$ cat src/rtl/pipe_drain_fifo_pkg.sv
// Shared widths, defaults and helpers for the pipeline drain FIFO.
// The skid default tracks the upstream microcode pipeline depth default.
package pipe_drain_fifo_pkg;

  localparam int DRAIN_FIFO_W_DEFAULT     = 32;
  localparam int DRAIN_FIFO_DEPTH_DEFAULT = 16;
  localparam int PIPE_N_DEFAULT           = 8;
  localparam int DRAIN_FIFO_SKID_DEFAULT  = PIPE_N_DEFAULT + 2;

  localparam int DRAIN_FIFO_AW = $clog2(DRAIN_FIFO_DEPTH_DEFAULT);

  typedef logic [DRAIN_FIFO_AW:0] ptr_t;
  typedef logic [DRAIN_FIFO_AW:0] level_t;

  function automatic bit is_pow2(input int v);
    return (v > 0) && ((v & (v - 1)) == 0);
  endfunction

endpackage

$ cat src/rtl/pipe_drain_fifo_ptr.sv
// Wrap-bit read/write pointer pair for the drain FIFO; registered, 1-cycle update.
// Pure bookkeeping: callers gate the increments, so no backpressure handling here.
module pipe_drain_fifo_ptr
  import pipe_drain_fifo_pkg::*;
#(
  parameter int DEPTH = DRAIN_FIFO_DEPTH_DEFAULT
) (
  input  logic                     clk,
  input  logic                     rst,
  input  logic                     wr_inc,
  input  logic                     rd_inc,
  output logic [$clog2(DEPTH)-1:0] wr_idx,
  output logic [$clog2(DEPTH)-1:0] rd_idx,
  output logic                     empty,
  output logic                     full
);

  localparam int AW = $clog2(DEPTH);
  localparam logic [AW:0] PTR_ONE = (AW + 1)'(1);

  logic [AW:0] wr_ptr;
  logic [AW:0] rd_ptr;

  // Increment wraps naturally modulo 2*DEPTH; the MSB is the lap bit.
  always_ff @(posedge clk) begin
    if (rst) begin
      wr_ptr <= '0;
      rd_ptr <= '0;
    end else begin
      if (wr_inc) wr_ptr <= wr_ptr + PTR_ONE;
      if (rd_inc) rd_ptr <= rd_ptr + PTR_ONE;
    end
  end

  assign wr_idx = wr_ptr[AW-1:0];
  assign rd_idx = rd_ptr[AW-1:0];
  assign empty  = (wr_ptr == rd_ptr);
  assign full   = (wr_ptr[AW-1:0] == rd_ptr[AW-1:0]) && (wr_ptr[AW] != rd_ptr[AW]);

endmodule

$ cat src/rtl/pipe_drain_fifo.sv
// Captures the non-stallable pipeline output into a circular FIFO; out_vld 1 cycle after push, no fall-through.
// Consumer side is valid/accept; upstream is throttled by a registered stall from next-state free space.
module pipe_drain_fifo
  import pipe_drain_fifo_pkg::*;
#(
  parameter int W     = DRAIN_FIFO_W_DEFAULT,
  parameter int DEPTH = DRAIN_FIFO_DEPTH_DEFAULT,
  parameter int SKID  = DRAIN_FIFO_SKID_DEFAULT
) (
  input  logic                   clk,
  input  logic                   rst,
  input  logic [W-1:0]           in,
  input  logic                   in_vld,
  output logic [W-1:0]           out,
  output logic                   out_vld,
  input  logic                   out_accept,
  output logic                   stall_r,
  output logic [$clog2(DEPTH):0] level_r,
  output logic                   overflow_r
);

  localparam int AW = $clog2(DEPTH);
  localparam int LW = AW + 1;

  if (!is_pow2(DEPTH) || (DEPTH < 4) || (SKID >= DEPTH)) begin : g_bad_params
    $fatal(1, "pipe_drain_fifo: DEPTH must be a power of 2 >= 4 and SKID < DEPTH");
  end

  logic [W-1:0]    mem [DEPTH];
  logic [AW-1:0]   wr_idx;
  logic [AW-1:0]   rd_idx;
  logic            empty;
  logic            full;
  logic            push;
  logic            pop;
  logic            push_eff;
  logic            drop;
  logic [LW-1:0]   level_next;
  logic [LW-1:0]   free_next;

  assign push     = in_vld;
  assign pop      = out_vld & out_accept;
  // A pop frees the head slot this cycle, so a push into a full FIFO is still legal.
  assign push_eff = push & (~full | pop);
  assign drop     = push & full & ~pop;

  pipe_drain_fifo_ptr #(
    .DEPTH (DEPTH)
  ) u_ptr (
    .clk    (clk),
    .rst    (rst),
    .wr_inc (push_eff),
    .rd_inc (pop),
    .wr_idx (wr_idx),
    .rd_idx (rd_idx),
    .empty  (empty),
    .full   (full)
  );

  always_ff @(posedge clk) begin
    if (push_eff) mem[wr_idx] <= in;
  end

  assign out     = mem[rd_idx];
  assign out_vld = ~empty;

  always_comb begin
    level_next = level_r + LW'(push_eff) - LW'(pop);
    free_next  = LW'(DEPTH) - level_next;
  end

  // Stall is judged on next-state free space so the register delay is already covered by SKID.
  always_ff @(posedge clk) begin
    if (rst) begin
      level_r    <= '0;
      stall_r    <= 1'b0;
      overflow_r <= 1'b0;
    end else begin
      level_r <= level_next;
      stall_r <= (free_next < LW'(SKID));
      if (drop) overflow_r <= 1'b1;
    end
  end

endmodule

$ cat config.mk
export PLATFORM = sky130hd
export DESIGN_NAME = pipe_drain_fifo
export DESIGN_NICKNAME = d
export VERILOG_FILES = /design/src/rtl/pipe_drain_fifo_pkg.sv /design/src/rtl/pipe_drain_fifo_ptr.sv /design/src/rtl/pipe_drain_fifo.sv
export SDC_FILE = /design/constraint.sdc
export NUM_CORES = 1
export LEC_CHECK = 0
export CAP_MARGIN = 10
export CORE_MARGIN = 3
export CORE_UTILIZATION = 40
export CTS_CLUSTER_DIAMETER = 40
export CTS_CLUSTER_SIZE = 30
export DETAILED_ROUTE_END_ITERATION = 8
export MAX_ROUTING_LAYER = met4
export PLACE_DENSITY = 0.58
export SKIP_LAST_GASP = 1
export SLEW_MARGIN = 20
export SYNTH_ARGS = -nofsm -noshare
export SYNTH_HDL_FRONTEND = slang
export SYNTH_SLANG_ARGS = --single-unit
$ cat constraint.sdc
create_clock -name clk -period 4.7 [get_ports clk]
set_input_delay 0.94 -clock clk [delete_from_list [all_inputs] [get_ports clk]]
set_output_delay 0.94 -clock clk [all_outputs]
set_load 0.005 [all_outputs]
==> reports/qor.txt <==
Main synth FF type - edfxtp_1
Critical R2R Launch - u_ptr.wr_ptr[2]
total gr overflow - 0
clock-pin slew on the worst setup and hold paths - 0.05 ns
Routed WL per cell - 25.4 um
Fin Setup TNS - 0 ns
Reg2Reg Setup Slack - 1.36 ns
CTS buffer count - 76
FF-to-FF path depth - 13
H-tree levels - 3
final worst-path cycle share - 90.1%
initial antenna violation count - 1
largest net degree at the start of global routing - 46
synthesized area - 0.0206 mm2
CP delay by family, top - multiplexers
Net Count, Synth - 890
DIE AREA - 0.0544 mm2
DP Area - 0.0225 mm2
Buffers on Ports - 75
DP Cell Count - 1,590
Detailed Place HPWL - 24,300 um
Slew Viols, Final - 0
post-CTS setup buffers - 0
hold path depth - 2
CP Max Fanout - 34
Crit. End Element - primary output
Synth Area per Inst - 24.5 um2
Setup CP Type - flop to primary output
most frequent cells in the layout - 512 x edfxtp_1, 110 x mux4_2, 78 x clkbuf_16, 75 x clkdlybuf4s50_1, 50 x mux4_1
number of flops mapped to enable cells by yosys - 512
final setup fails - 0
Fin. Hold Viols - 0
drt first pass iters - 4
status - completed
Routed WL - 44,000 um
CTS tree - yes
RR Endpoint - stall_r
synthesis-stage register bit count - 533
via count - 9,280
Tightest Hold Check Type - flop to flop
Worst-Skew Late Latency - 0.60 ns
Total Routing Usage GR - 17.3%
Max Clock Freq - 236 MHz
Synth cell types - 38
via density per instance - 5.36
CP max stage delay - 0.80 ns
Warnings, synthesis - 0
layout cells sized above 1 - 28.7%
CP required - 3.76 ns
root buffer cell - clkbuf_16
Ports - 76
fin crit period - 4.23 ns
multi-input logic area - 0.00457 mm2
row count - 82
Max-Slew Margin vs Limit - 45.7%
Tot Pwr - 0.0126 W
DRC violations left - 0
Sink Count - 533
Clock Skew - 0.0222 ns
Final ANT Viol Nets - 0
min-delay src - overflow_r
FFs w/ async S/R, synth - 0%
hold buffers post-CTS - 0
Power Density - 502 mW/mm2
Core Area - 0.0506 mm2
crit-path cells - buf_12 -> mux4_1 -> mux4_2 -> clkdlybuf4s50_1
hold path endpoint - overflow_r
Die X-Extent - 233 um
max_cap viols - 0
first-iteration detailed-routing DRC count - 636
FF+latch area - 0.0158 mm2
Longest Clk Path Bufs - 3
Layout fillers - 4,020
die extent in y - 233 um
Tightest Pin Transition - 0.813 ns
post-layout instance count excluding filler cells - 1,731
cts repair resizes - 0
Worst EP arrival - 3.29 ns
first-pass GRT wire length - 65,600 um
maximum vdd drop - 0.299 mV
Final Instance Area - 0.0250 mm2
RSZ-0062 raised after global routing - false
commonest non-fill, non-tap cell in the layout - edfxtp_1
final core area utilization - 49.5%
Seq/Total Area, Yosys - 76.5%
Initial Util - 40.8%
Post-layout nets - 1,043
number of global-route vias before repair - 9,929
instance count of the mapped netlist - 843
slowest stage cell on the critical path - dfxtp_4
worst path bufs/invs - 2
Leakage - 7.93 nW
Area Growth Syn to Fin - 21.2%
Startpoint Class - flop
Final Wtd Congestion - 0.704
==> worst min-delay path, cell delays in order (launching register included) <==
cell and delay, ns:
dfxtp_1 0.33, a31oi_1 0.05, nor2_1 0.07
==> synthesized netlist by cell type, types with 7 or more instances <==
cell	number	area, um2
edfxtp_1	512	15400
mux4_2	110	2480
mux4_1	50	1310
dfxtp_1	21	420
nor2_1	18	67.6
clkbuf_1	16	60.1
and3_1	14	87.6
xnor2_1	12	105
buf_6	11	124
ha_1	10	125
inv_1	7	26.3
nor2b_1	7	43.8
==> area by class of cell <==
class	count	share of cell area (%)
inverters	7	0.105
well taps	672	3.36
diodes	1	0.0100
multi-input cells	262	18.3
clock buffers	83	7.88
flip-flops and latches	533	63.2
repair buffers	116	4.83
clock inverters	57	2.38
==> power breakdown <==
part | total [W] | leakage, nW | switching (W) | internal (W)
Sequential | 0.00539 | 4.80 | 0.0000945 | 0.00530
Combinational | 0.00153 | 1.92 | 0.000642 | 0.000890
Clock | 0.00563 | 1.22 | 0.00212 | 0.00351
==> cell families (layout without fill, tap and decap cells) <==
logic type / after synthesis / in the layout / share of synthesized area [%]
multiplexers: 165 / 165 / 18.6
AO/OA/AOI/OAI: 12 / 12 / 0.449
XOR/XNOR: 17 / 17 / 0.721
buffers and inverters: 48 / 263 / 1.52
AND/OR/NAND/NOR: 57 / 57 / 1.45
flip-flops: 533 / 533 / 76.5
other: 0 / 1 / 0
adder cells (fa/ha/maj): 11 / 11 / 0.703
==> state kept, by name, summed over array words and instances, names as in the netlist, named ones only <==
register,count
level_r,5
mem,512
stall_r,1
u_ptr.rd_ptr,5
u_ptr.wr_ptr,5
overflow_r,1
==> per-stage QoR <==
stage / setup WS [ns] / hold WS [ns]
after floorplan: 0.833 / 0.461
after global placement: 0.813 / 0.479
after detailed placement: 0.704 / 0.469
after CTS: 0.339 / 0.488
after global routing: 0.280 / 0.512
final: 0.465 / 0.490
==> routing by layer <==
layer	part of all wire, %	routed length (um)	GRT usage, %
met3	4.4	1930	3.83
met1	44	19400	22.9
met2	49	21800	27.1
met5	0	0	-
met4	2.1	908	4.83
==> worst max path at each step <==
stage                          start         to  slack (ns)  cells past startpoint
after floorplan           out_accept  mem[3][0]        0.83                      2
after global placement    out_accept    stall_r        0.81                     13
after detailed placement  out_accept    stall_r        0.70                     13
after CTS                       flop    out[13]        0.34                      4
after global routing            flop     out[2]        0.28                      4
final                           flop    out[31]        0.47                      4
No activity file was read; power rests on OpenSTA's default activity.
==> RTL change, RTL diff (config.mk and constraints unchanged) <==
`DRAIN_FIFO_DEPTH_DEFAULT`: 16 -> 32.
--- a/src/rtl/pipe_drain_fifo_pkg.sv
+++ b/src/rtl/pipe_drain_fifo_pkg.sv
@@ -5,3 +5,3 @@
   localparam int DRAIN_FIFO_W_DEFAULT     = 32;
-  localparam int DRAIN_FIFO_DEPTH_DEFAULT = 16;
+  localparam int DRAIN_FIFO_DEPTH_DEFAULT = 32;
   localparam int PIPE_N_DEFAULT           = 8;
Ports: changed (resized level_r); port bits go from 76 to 77. The function was not compared with the original's and may differ.
==> RTL change against the original RTL <==
Area after synthesis rose by 95%. Routed wire length rose by 120%. Cell area rose by 92%. Worst setup slack got worse by 0.30 ns. Maximum frequency fell by 6.5%. Sequential cell count rose by 516. Power rose by 87%. Via count rose by 99%.
==> RTL change: results (changes against the original RTL) <==
[pwr]
switchingPower_mw=5.46  ; +91%
p_comb_share_pct=11.6  ; -0.6 points
peakVddDrop_mv=0.354  ; +18%
pg_clk_mw=10.3  ; +83%
power_leakage_nw=14.6  ; +84%
pg_comb_mw=2.71  ; +77%

[layout]
layout.nets=1904  ; +83%
finalInstanceArea_mm2=0.0480  ; +92%
fillers=7833  ; +95%
largest_register_ffs=1024  ; +100%
largest-register=mem
fin_cells=3259  ; +88%
drive_gt1_share_pct=35.9  ; +7.1 points

[worst_hold_path]
hold_path_class=register to register

[placement]
place_area_mm2=0.0434  ; +93%
place_congestion=0.746  ; +6.0%
portBuffers=76  ; +1.3%
dp_worst_setup_slack_ns=0.360  ; -0.344 ns
dp_hpwl_mm=50.1  ; +110%
dp.cells=3003  ; +89%

[routing]
wl_per_cell_um=29.4  ; +16%
vias=18448  ; +99%
drtIter0Drc=1667  ; +160%
first_pass_iters=5  ; +1

[logic_synthesis]
async_flop_share_pct=0  ; unchanged
synth_area_leaders=edfxtp_1 76%, mux4_2 18%, dfxtp_1 1.2%, mux2_2 0.90%, nor2_1 0.44%
synth_seq_area_share_pct=77.6  ; +1.1 points
yosys.cell_types.count=40  ; +5.3%
synth_commonest_cells=1,024 x edfxtp_1, 320 x mux4_2, 47 x nor2_1
syn_nets=1693  ; +90%
synth_area_per_cell_um2=24.5  ; about the same
synth_edf_count=1024  ; +100%

[critical_path]
worst-path-max-fanout=47  ; +38%
r2r_cells=14  ; +1
worst_path_max_delay_cell=mux4_2
rrSetupSlack_ns=0.62  ; -0.74 ns
crit_path_max_incr_delay_ns=0.57  ; -0.23 ns
cp_data_arrival_time_ns=3.59  ; +0.30 ns
reg2reg_from=u_ptr.wr_ptr[2]

[global_route]
first_global_vias=19405  ; +95%
grt_start_max_net_pins=62  ; +35%
antenna_found_initial=2  ; +1
grt_usage_pct=19.4  ; +2.1 points
grt_first_pass_wirelength_mm=140  ; +110%

[clock_network]
cts_hold_buf=0  ; unchanged
htreeDepth=4  ; +1
cts_made_buffers=137  ; +80%
clk_latency_ns=0.73  ; +0.13 ns

[sta]
skew_ns=0.0269  ; +0.00467 ns
tightest_slew_ns=1.10  ; +0.288 ns
fin_hold_ws_ns=0.480  ; -0.0103 ns

[outcome]
status=finished, final reports clean

[RTL change: cell types whose count changed after synthesis, moves of 20 or more]
cell	unedited run	this run
mux4_1	50	0
mux4_2	110	320
edfxtp_1	512	1024
nor2_1	18	47
mux2_2	1	32
clkbuf_1	16	36
[RTL change: tightest hold or removal path, stage by stage, from the launching register on]
cell,delay (ns)
dfxtp_1,0.33
a21oi_1,0.04
nor2_1,0.07
[RTL change: logic make-up after synthesis]
kind of cell	share of synthesized area, %
adders and majority gates	0.448
and+or+nand+nor	1.00
muxes	18.9
DFF	77.6
xor gates and xnor gates	0.326
AOI/OAI and AO/OA	0.488
buffers and inverters	1.21
[RTL change: layout make-up]
cell class	instances	area share, %
clock buffer	152	7.37
clock inverter	103	2.28
antenna	1	0.00522
multi-input combinational	500	18.2
inverter	15	0.117
tap	1287	3.36
timing repair buffer	152	3.44
sequential	1049	65.2
[RTL change: how the worst max path moves through the flow]
| stage | cells past startpoint | startpoint | slack, ns | endpoint |
|---|---|---|---|---|
| floorplan | 15 | u_ptr.wr_ptr[4] | 0.81 | stall_r |
| global placement | 14 | out_accept | 0.39 | stall_r |
| detailed placement | 14 | out_accept | 0.36 | stall_r |
| CTS | 5 | register | 0.05 | out[18] |
| global route | 5 | register | 0.01 | out[18] |
| finish | 5 | register | 0.17 | out[23] |
[RTL change: metal layers]
| metal | GRT usage [%] | wire (um) | part of all wire [%] |
|---|---|---|---|
| met5 | - | 0 | 0 |
| met2 | 31.0 | 48400 | 50 |
| met1 | 25.6 | 39900 | 42 |
| met4 | 5.98 | 2160 | 2.3 |
| met3 | 3.42 | 5420 | 5.7 |
